`src/rtl/gpu_mem_pkg.sv`:
```
// Shared definitions for the GPU core's data-memory path: default geometry
// of the 256x16 data memory and the load-store unit FSM encoding.
package gpu_mem_pkg;

  localparam int ADDR_W    = 16;
  localparam int DATA_W    = 16;
  localparam int MEM_DEPTH = 256;

  typedef enum logic [1:0] {
    IDLE  = 2'd0,
    ISSUE = 2'd1,
    WAIT  = 2'd2,
    RESP  = 2'd3
  } lsu_state_t;

endpackage

```
`src/rtl/lsu.sv`:
```
// Load-store unit: takes one request at a time from execute, drives the data
// memory port, waits RD_LAT cycles for load data and returns a response.
//
// Both handshakes follow strict valid/ready: a transfer happens on the rising
// edge where valid and ready are both 1; the sender keeps valid and payload
// stable until then, and ready may not depend on a transfer in that cycle.
module lsu
  import gpu_mem_pkg::*;
#(
  parameter int ADDR_W    = gpu_mem_pkg::ADDR_W,
  parameter int DATA_W    = gpu_mem_pkg::DATA_W,
  parameter int MEM_DEPTH = gpu_mem_pkg::MEM_DEPTH,
  parameter int RD_LAT    = 0
) (
  input  logic              clk,
  input  logic              reset,
  input  logic              req_valid,
  output logic              req_ready,
  input  logic              req_write,
  input  logic [ADDR_W-1:0] req_addr,
  input  logic [DATA_W-1:0] req_wdata,
  output logic              rsp_valid,
  input  logic              rsp_ready,
  output logic [DATA_W-1:0] rsp_rdata,
  output logic              rsp_err,
  output logic [ADDR_W-1:0] mem_addr,
  output logic [DATA_W-1:0] mem_wd,
  output logic              mem_write,
  input  logic [DATA_W-1:0] mem_rdata,
  output logic [1:0]        dbg_state
);

  localparam int CNT_W = (RD_LAT < 1) ? 1 : $clog2(RD_LAT + 1);
  localparam logic [CNT_W-1:0] CNT_INIT = (RD_LAT > 0) ? CNT_W'(RD_LAT - 1) : '0;
  // One extra bit so a depth equal to 2**ADDR_W still compares correctly.
  localparam logic [ADDR_W:0] DEPTH_L = (ADDR_W + 1)'(MEM_DEPTH);

  lsu_state_t        state, state_next;
  logic              wr_q;
  logic [ADDR_W-1:0] addr_q;
  logic [DATA_W-1:0] wd_q;
  logic [DATA_W-1:0] rdata_q;
  logic              err_q;
  logic [CNT_W-1:0]  cnt;
  logic              addr_bad;

  assign addr_bad = ({1'b0, req_addr} >= DEPTH_L);

  always_comb begin
    state_next = state;
    req_ready  = (state == IDLE);
    rsp_valid  = (state == RESP);
    mem_write  = (state == ISSUE) && wr_q;
    case (state)
      IDLE: begin
        if (req_valid) state_next = addr_bad ? RESP : ISSUE;
      end
      ISSUE: begin
        state_next = (wr_q || RD_LAT == 0) ? RESP : WAIT;
      end
      WAIT: begin
        if (cnt == '0) state_next = RESP;
      end
      RESP: begin
        if (rsp_ready) state_next = IDLE;
      end
      default: state_next = IDLE;
    endcase
  end

  always_ff @(posedge clk) begin
    if (!reset) begin
      state   <= IDLE;
      wr_q    <= 1'b0;
      addr_q  <= '0;
      wd_q    <= '0;
      rdata_q <= '0;
      err_q   <= 1'b0;
      cnt     <= '0;
    end else begin
      state <= state_next;
      case (state)
        IDLE: begin
          if (req_valid) begin
            wr_q    <= req_write;
            addr_q  <= req_addr;
            wd_q    <= req_wdata;
            err_q   <= addr_bad;
            rdata_q <= '0;
          end
        end
        ISSUE: begin
          // Stores leave rdata_q at the zero written on acceptance.
          if (!wr_q) begin
            if (RD_LAT == 0) rdata_q <= mem_rdata;
            else             cnt     <= CNT_INIT;
          end
        end
        WAIT: begin
          if (cnt == '0) rdata_q <= mem_rdata;
          else           cnt     <= cnt - 1'b1;
        end
        default: ;
      endcase
    end
  end

  assign mem_addr  = addr_q;
  assign mem_wd    = wd_q;
  assign rsp_rdata = rdata_q;
  assign rsp_err   = err_q;
  assign dbg_state = state;

endmodule
```
`config.mk`:
```
export PLATFORM = sky130hd
export DESIGN_NAME = lsu
export DESIGN_NICKNAME = d
export VERILOG_FILES = /design/src/rtl/gpu_mem_pkg.sv /design/src/rtl/lsu.sv
export SDC_FILE = /design/constraint.sdc
export NUM_CORES = 1
export LEC_CHECK = 0
export CORE_MARGIN = 8
export CORE_UTILIZATION = 36
export CTS_BUF_LIST = sky130_fd_sc_hd__clkbuf_8 sky130_fd_sc_hd__clkbuf_16
export DETAILED_ROUTE_END_ITERATION = 12
export GPL_TIMING_DRIVEN = 0
export MAX_ROUTING_LAYER = met4
export PLACE_DENSITY_LB_ADDON = 0.3
export SETUP_SLACK_MARGIN = 0.2
export SYNTH_ARGS = -nofsm -noshare
export SYNTH_HDL_FRONTEND = slang
export SYNTH_SLANG_ARGS = --single-unit
```
`constraint.sdc`:
```
create_clock -name clk -period 1.65 [get_ports clk]
set_input_delay 0.33 -clock clk [delete_from_list [all_inputs] [get_ports clk]]
set_output_delay 0.33 -clock clk [all_outputs]
set_load 0.03 [all_outputs]
```
**Yosys cells after proc, flatten, opt, wreduce, memory -nomap -nowiden**

Cells that the tools add are included.

- Register bits after elaboration: 53
- Output and inout bits: 54

- Add/sub/neg operators: 1
- $lt $le $gt $ge: 1
- Equal/unequal tests: 7
- Muxes and demuxes: 10
- Reductions and logical operators: 6

Operators by type and width:

| kind | count |
|---|---|
| $mux W16 | 3 |
| $pmux W16 S3 | 1 |
| $ge A16 B9 Y1 const B | 1 |
| $mux W2 | 4 |
| $pmux W2 S4 | 1 |
| $ne A2 B2 Y1 const B | 3 |
| $eq A2 B2 Y1 const B | 2 |
| $reduce_and A4 Y1 | 1 |
| $reduce_and A3 Y1 | 1 |
| $reduce_bool A3 Y1 | 1 |
| $eq A2 B1 Y1 const B | 1 |
| $logic_not A2 Y1 | 1 |
| $ne A2 B1 Y1 const B | 1 |
| $reduce_and A2 Y1 | 1 |
| $logic_and A1 B1 Y1 | 1 |
| $mux W1 | 1 |
| $sub A1 B1 Y1 const B | 1 |

**Longest topological paths before layout**

- Depth after elaboration: 4
- Depth in mapped cells: 7
- Depth with buffers taken out: 5

**Worst setup path before layout**

Ideal clock, no wire load.

- Path type: reg2reg
- Start point: register state[0] (netlist: dbg_state[0])
- End point: register rdata_q[11] (netlist: rsp_rdata[11])
- Library setup time: 0.072 ns
- Arrival: 1.896 ns
- Path slack: -0.318 ns
- Cell stages (with the launch flop): 7
- Path buffers: 1
- Cells stage by stage: dfxtp_1 > inv_1 > ha_1 > nor2b_2 > nor3_4 > buf_12 > mux2i_1

- Longest elaborated chain between the ends: 3
- Elaborated cells on any way between the ends: 9
- Those cells by class: eq/ne (5); mux (1); reduce/logical (3)

Ends and longest elaborated chain:

| item | RTL line | text |
|---|---|---|
| from (decl) | lsu.sv:38 | `lsu_state_t state, state_next;` |
| from (signal assigned) | lsu.sv:81 | `state <= state_next;` |
| $logic_not A2 Y1 * | n/a |  |
| named net req_ready | lsu.sv:18 | `output logic req_ready,` |
| $ne A2 B2 Y1 (no line) / $reduce_bool A3 Y1 (equally long branches) | n/a |  |
| $reduce_and A4 Y1 (no line) | n/a |  |
| to (signal assigned) | lsu.sv:95 | `if (RD_LAT == 0) rdata_q <= mem_rdata;` |
| to (signal assigned) | lsu.sv:100 | `if (cnt == '0) rdata_q <= mem_rdata;` |
| to (decl) | lsu.sv:42 | `logic [DATA_W-1:0] rdata_q;` |

The timed path passes the listed nets; every way through them passes the cells marked *.
A chain may end at the register's enable or synchronous reset.

**Final worst setup path**

- Start point: register state[1] (netlist: dbg_state[1])
- End point: output port mem_write

- Longest elaborated chain between the ends: 2

Ends and longest elaborated chain:

| item | RTL line | text |
|---|---|---|
| $eq A2 B1 Y1 | lsu.sv:53 | `mem_write = (state == ISSUE) && wr_q;` |
| $logic_and A1 B1 Y1 | lsu.sv:53 |  |
| to (decl) | lsu.sv:28 | `output logic mem_write,` |

Every way passes these cells.

==> metrics.md <==
| Metric | Value |
|---|---|
| Post-synth top area cell | dfxtp_1 |
| RSZ-0062 raised after global routing | true |
| PD cells | 1260 nW/µm² |
| Grt ovf | 0 |
| GP Congestion | 0.7559 |
| Avg Inst Size Synth | 8.717 µm² |
| Worst Setup End Kind | output port |
| Placed instance count | 423 |
| Ports | 107 |
| Met1 Usage GRT | 16.64% |
| FP Rows | 28 |
| Slew at the pin closest to its max-slew limit | 433.5 ps |
| Crit path kind | register to output port |
| Final setup fails | 0 |
| Largest net degree at the start of global routing | 16 |
| Yosys reg bits | 52 |
| Die W | 92.71 µm |
| Vias per inst | 4.551 |
| Compound-Gate Fraction of Synth Area | 13.76% |
| Post-Synth Adder-Cell Area | 2.363% |
| Avg WL per Cell | 14.25 µm |
| Maxcap violations | 0 |
| Clk Tree Root Cell | clkbuf_8 |
| Status | finished clean |
| DR iter-0 viols | 60 |
| Chip Height | 92.71 µm |
| Max Freq | 0.6732 GHz |
| Synth cell types | 23 |
| Count leader, synth | nand2_1 |
| Nets | 415 |
| Syn Std Cell Area | 2118 µm² |
| Synth Net Count | 300 |
| Ys Warns | 0 |
| Initial Util | 36.42% |
| Met2 Use GR | 21.51% |
| CTS tree | done |
| GRT Resource Usage Total | 14.30% |
| LEAKAGE | 1.576 nW |
| Num CTS Buffers | 5 |
| Number of synthesized flops with an enable pin | 0 |
| # diodes | 0 |
| Area of the core | 5816 µm² |
| Final HPWL DP | 4.641 mm |
| Synth-to-Final Area Change | 63.32% |
| Clk_lat worst skew | 300 ps |
| Min-Delay Path Class | primary input to register |
| Global-route wire length before repair | 9.687 mm |
| Flop2flop setup slack | 180 ps |
| Grt peak-use layer | met2 |
| Top-area cell type share of the netlist area | 49.14% |
| Min Tclk post-route | 1485 ps |
| Most common library cells after synthesis | 84 x nand2_1, 52 x dfxtp_1, 34 x a21boi_0, 16 x mux2i_1, 16 x nand3_1 |
| Layout cells sized above 1 | 10.03% |
| Post-synthesis mux area share | 7.561% |
| Clock sinks | 52 |
| Critical path required time | 1320 ps |
| Register area share after synthesis | 49.14% |
| Sequential cell area | 1049 µm² |
| CTS clock-pin slew for the worst setup and hold paths | 90 ps |
| XOR/XNOR share of the synthesized area | 0% |
| # H-tree levels | 2 |
| Filler cells | 572 |
| DRT antenna net count | 0 |
| Largest family of logic cells by synthesized area | simple AND/OR/NAND/NOR gates |
| Finished Layout Cells | 434 |
| Vias in the first global route | 1,994 |
| Setup WS post-layout | 164.6 ps |
| First drt pass iteration count | 4 |
| Synth area leaders | dfxtp_1 49%, nand2_1 15%, a21boi_0 12% |
| Hold slack | 315.6 ps |
| Period utilization | 90.02% |
| Critical Path AT | 1160 ps |
| Async set or reset register ratio after synthesis | 0% |
| Initial antenna violation count | 0 |
| DRC errors left | 0 |
| Clock buffer depth | 2 |
| Met3 layer usage reported by global route | 6.877% |
| Detailed Route WL | 6.186 mm |
| Peak VDD IR | 0.6719 mV |
| Post-Place Worst Slack | -253.5 ps |
| Dominant synthesized flop cell | dfxtp_1 |
| Core Util, Final | 59.49% |
| Slew Viols, Final | 0 |
| Number of failing hold endpoints at the final stage | 0 |
| Synth Area in Simple Gates | 22.45% |
| Setup Skew | 7.648 ps |
| IO buf count | 105 |
| Multi-input gate area | 1021 µm² |
| Cell count after synthesis | 243 |
| Vias | 1,975 |
| Rel. slew slack | 71.10% |
| Startpoint type of the worst setup path | register |
| DIE AREA | 8594 µm² |
| Critical-path maximum fanout | 5 |
## cell type report
cell class | count | area share [%]
buffer | 17 | 3.508
clock buffer | 5 | 1.989
clock inverter | 3 | 1.121
inverter | 3 | 0.4702
multi-input combinational | 170 | 29.51
sequential | 52 | 30.31
tap | 75 | 2.712
timing repair buffer | 109 | 30.38
## worst max-delay path, stage by stage, from the launching register on
cell and delay (ps):
dfxtp_4 390, inv_4 50, ha_4 140, and2_4 140, buf_6 130
## report_power, final
part	internal [mW]	switching [mW]	leakage, nW	total, mW
Sequential	1.47	0.116	0.426	1.59
Clock	0.444	0.408	0.0593	0.852
Combinational	0.825	1.09	1.09	1.92
Total	2.74	1.62	1.58	4.36
## logic make-up after synthesis
logic type / count (synthesis)
compound gates: 40
fa+ha+maj: 4
buf+inv: 21
flops: 52
mux: 16
simple gates: 110
## state kept, by name, summed over array words and instances, names as in the netlist
signal     cells
mem_addr      16
mem_wd        16
rsp_rdata     16
dbg_state      2
rsp_err        1
wr_q           1
## cells in the final DEF (no fill, tap or decap), types with 3 or more instances in the layout
cell type,synthesis,routed
clkdlybuf4s50_1,0,48
clkbuf_8,0,5
nand3_1,16,16
nand2_1,84,84
dfxtp_1,52,50
a21boi_1,0,3
dlygate4sd2_1,0,48
a21boi_0,34,31
clkdlybuf4s15_1,0,3
mux2i_1,16,16
buf_4,0,5
buf_6,0,5
dlymetal6s2s_1,0,3
clkbuf_1,13,8
## metal layers
layer | wire length (µm) | share of wire [%] | up-vias
met1 | 2779 | 45 | 871
met5 | 0 | 0 | -
met3 | 595 | 9.6 | 6
met4 | 58 | 0.94 | 0
met2 | 2752 | 44 | 68
li1 | - | - | 1030
## repair_timing
| action | CTS | global route |
|---|---|---|
| pin swaps | 1 | 6 |
| cloned | 0 | 1 |
| buffers inserted | 1 | 2 |
| resized for setup | 77 | 30 |
| hold buffers | 0 | 0 |
| endpoints found under the setup margin | 102 | 47 |
## through the flow
stage               total power, mW  cell area, µm²  setup TNS, ps
global placement              3.487            3292          -6192
global route                  4.630            3460              0
finish                        4.357            3460              0
CTS                           4.279            3364         -18.77
detailed placement            3.509            3292          -6863
floorplan                     2.759            2147              0
## final timing paths
check	start	cells after the start	end
worst max-delay path	dbg_state[1]$_SDFFE_PN0P_	4	mem_write
worst min-delay path	req_addr[15]	3	mem_addr[15]$_SDFFE_PN0P_
worst max register to register	dbg_state[0]$_SDFFE_PN0P_	7	rsp_rdata[12]$_SDFFE_PN0P_
worst min register to register	mem_addr[3]$_SDFFE_PN0P_	2	mem_addr[3]$_SDFFE_PN0P_
Power figures use the tool's default switching activity.
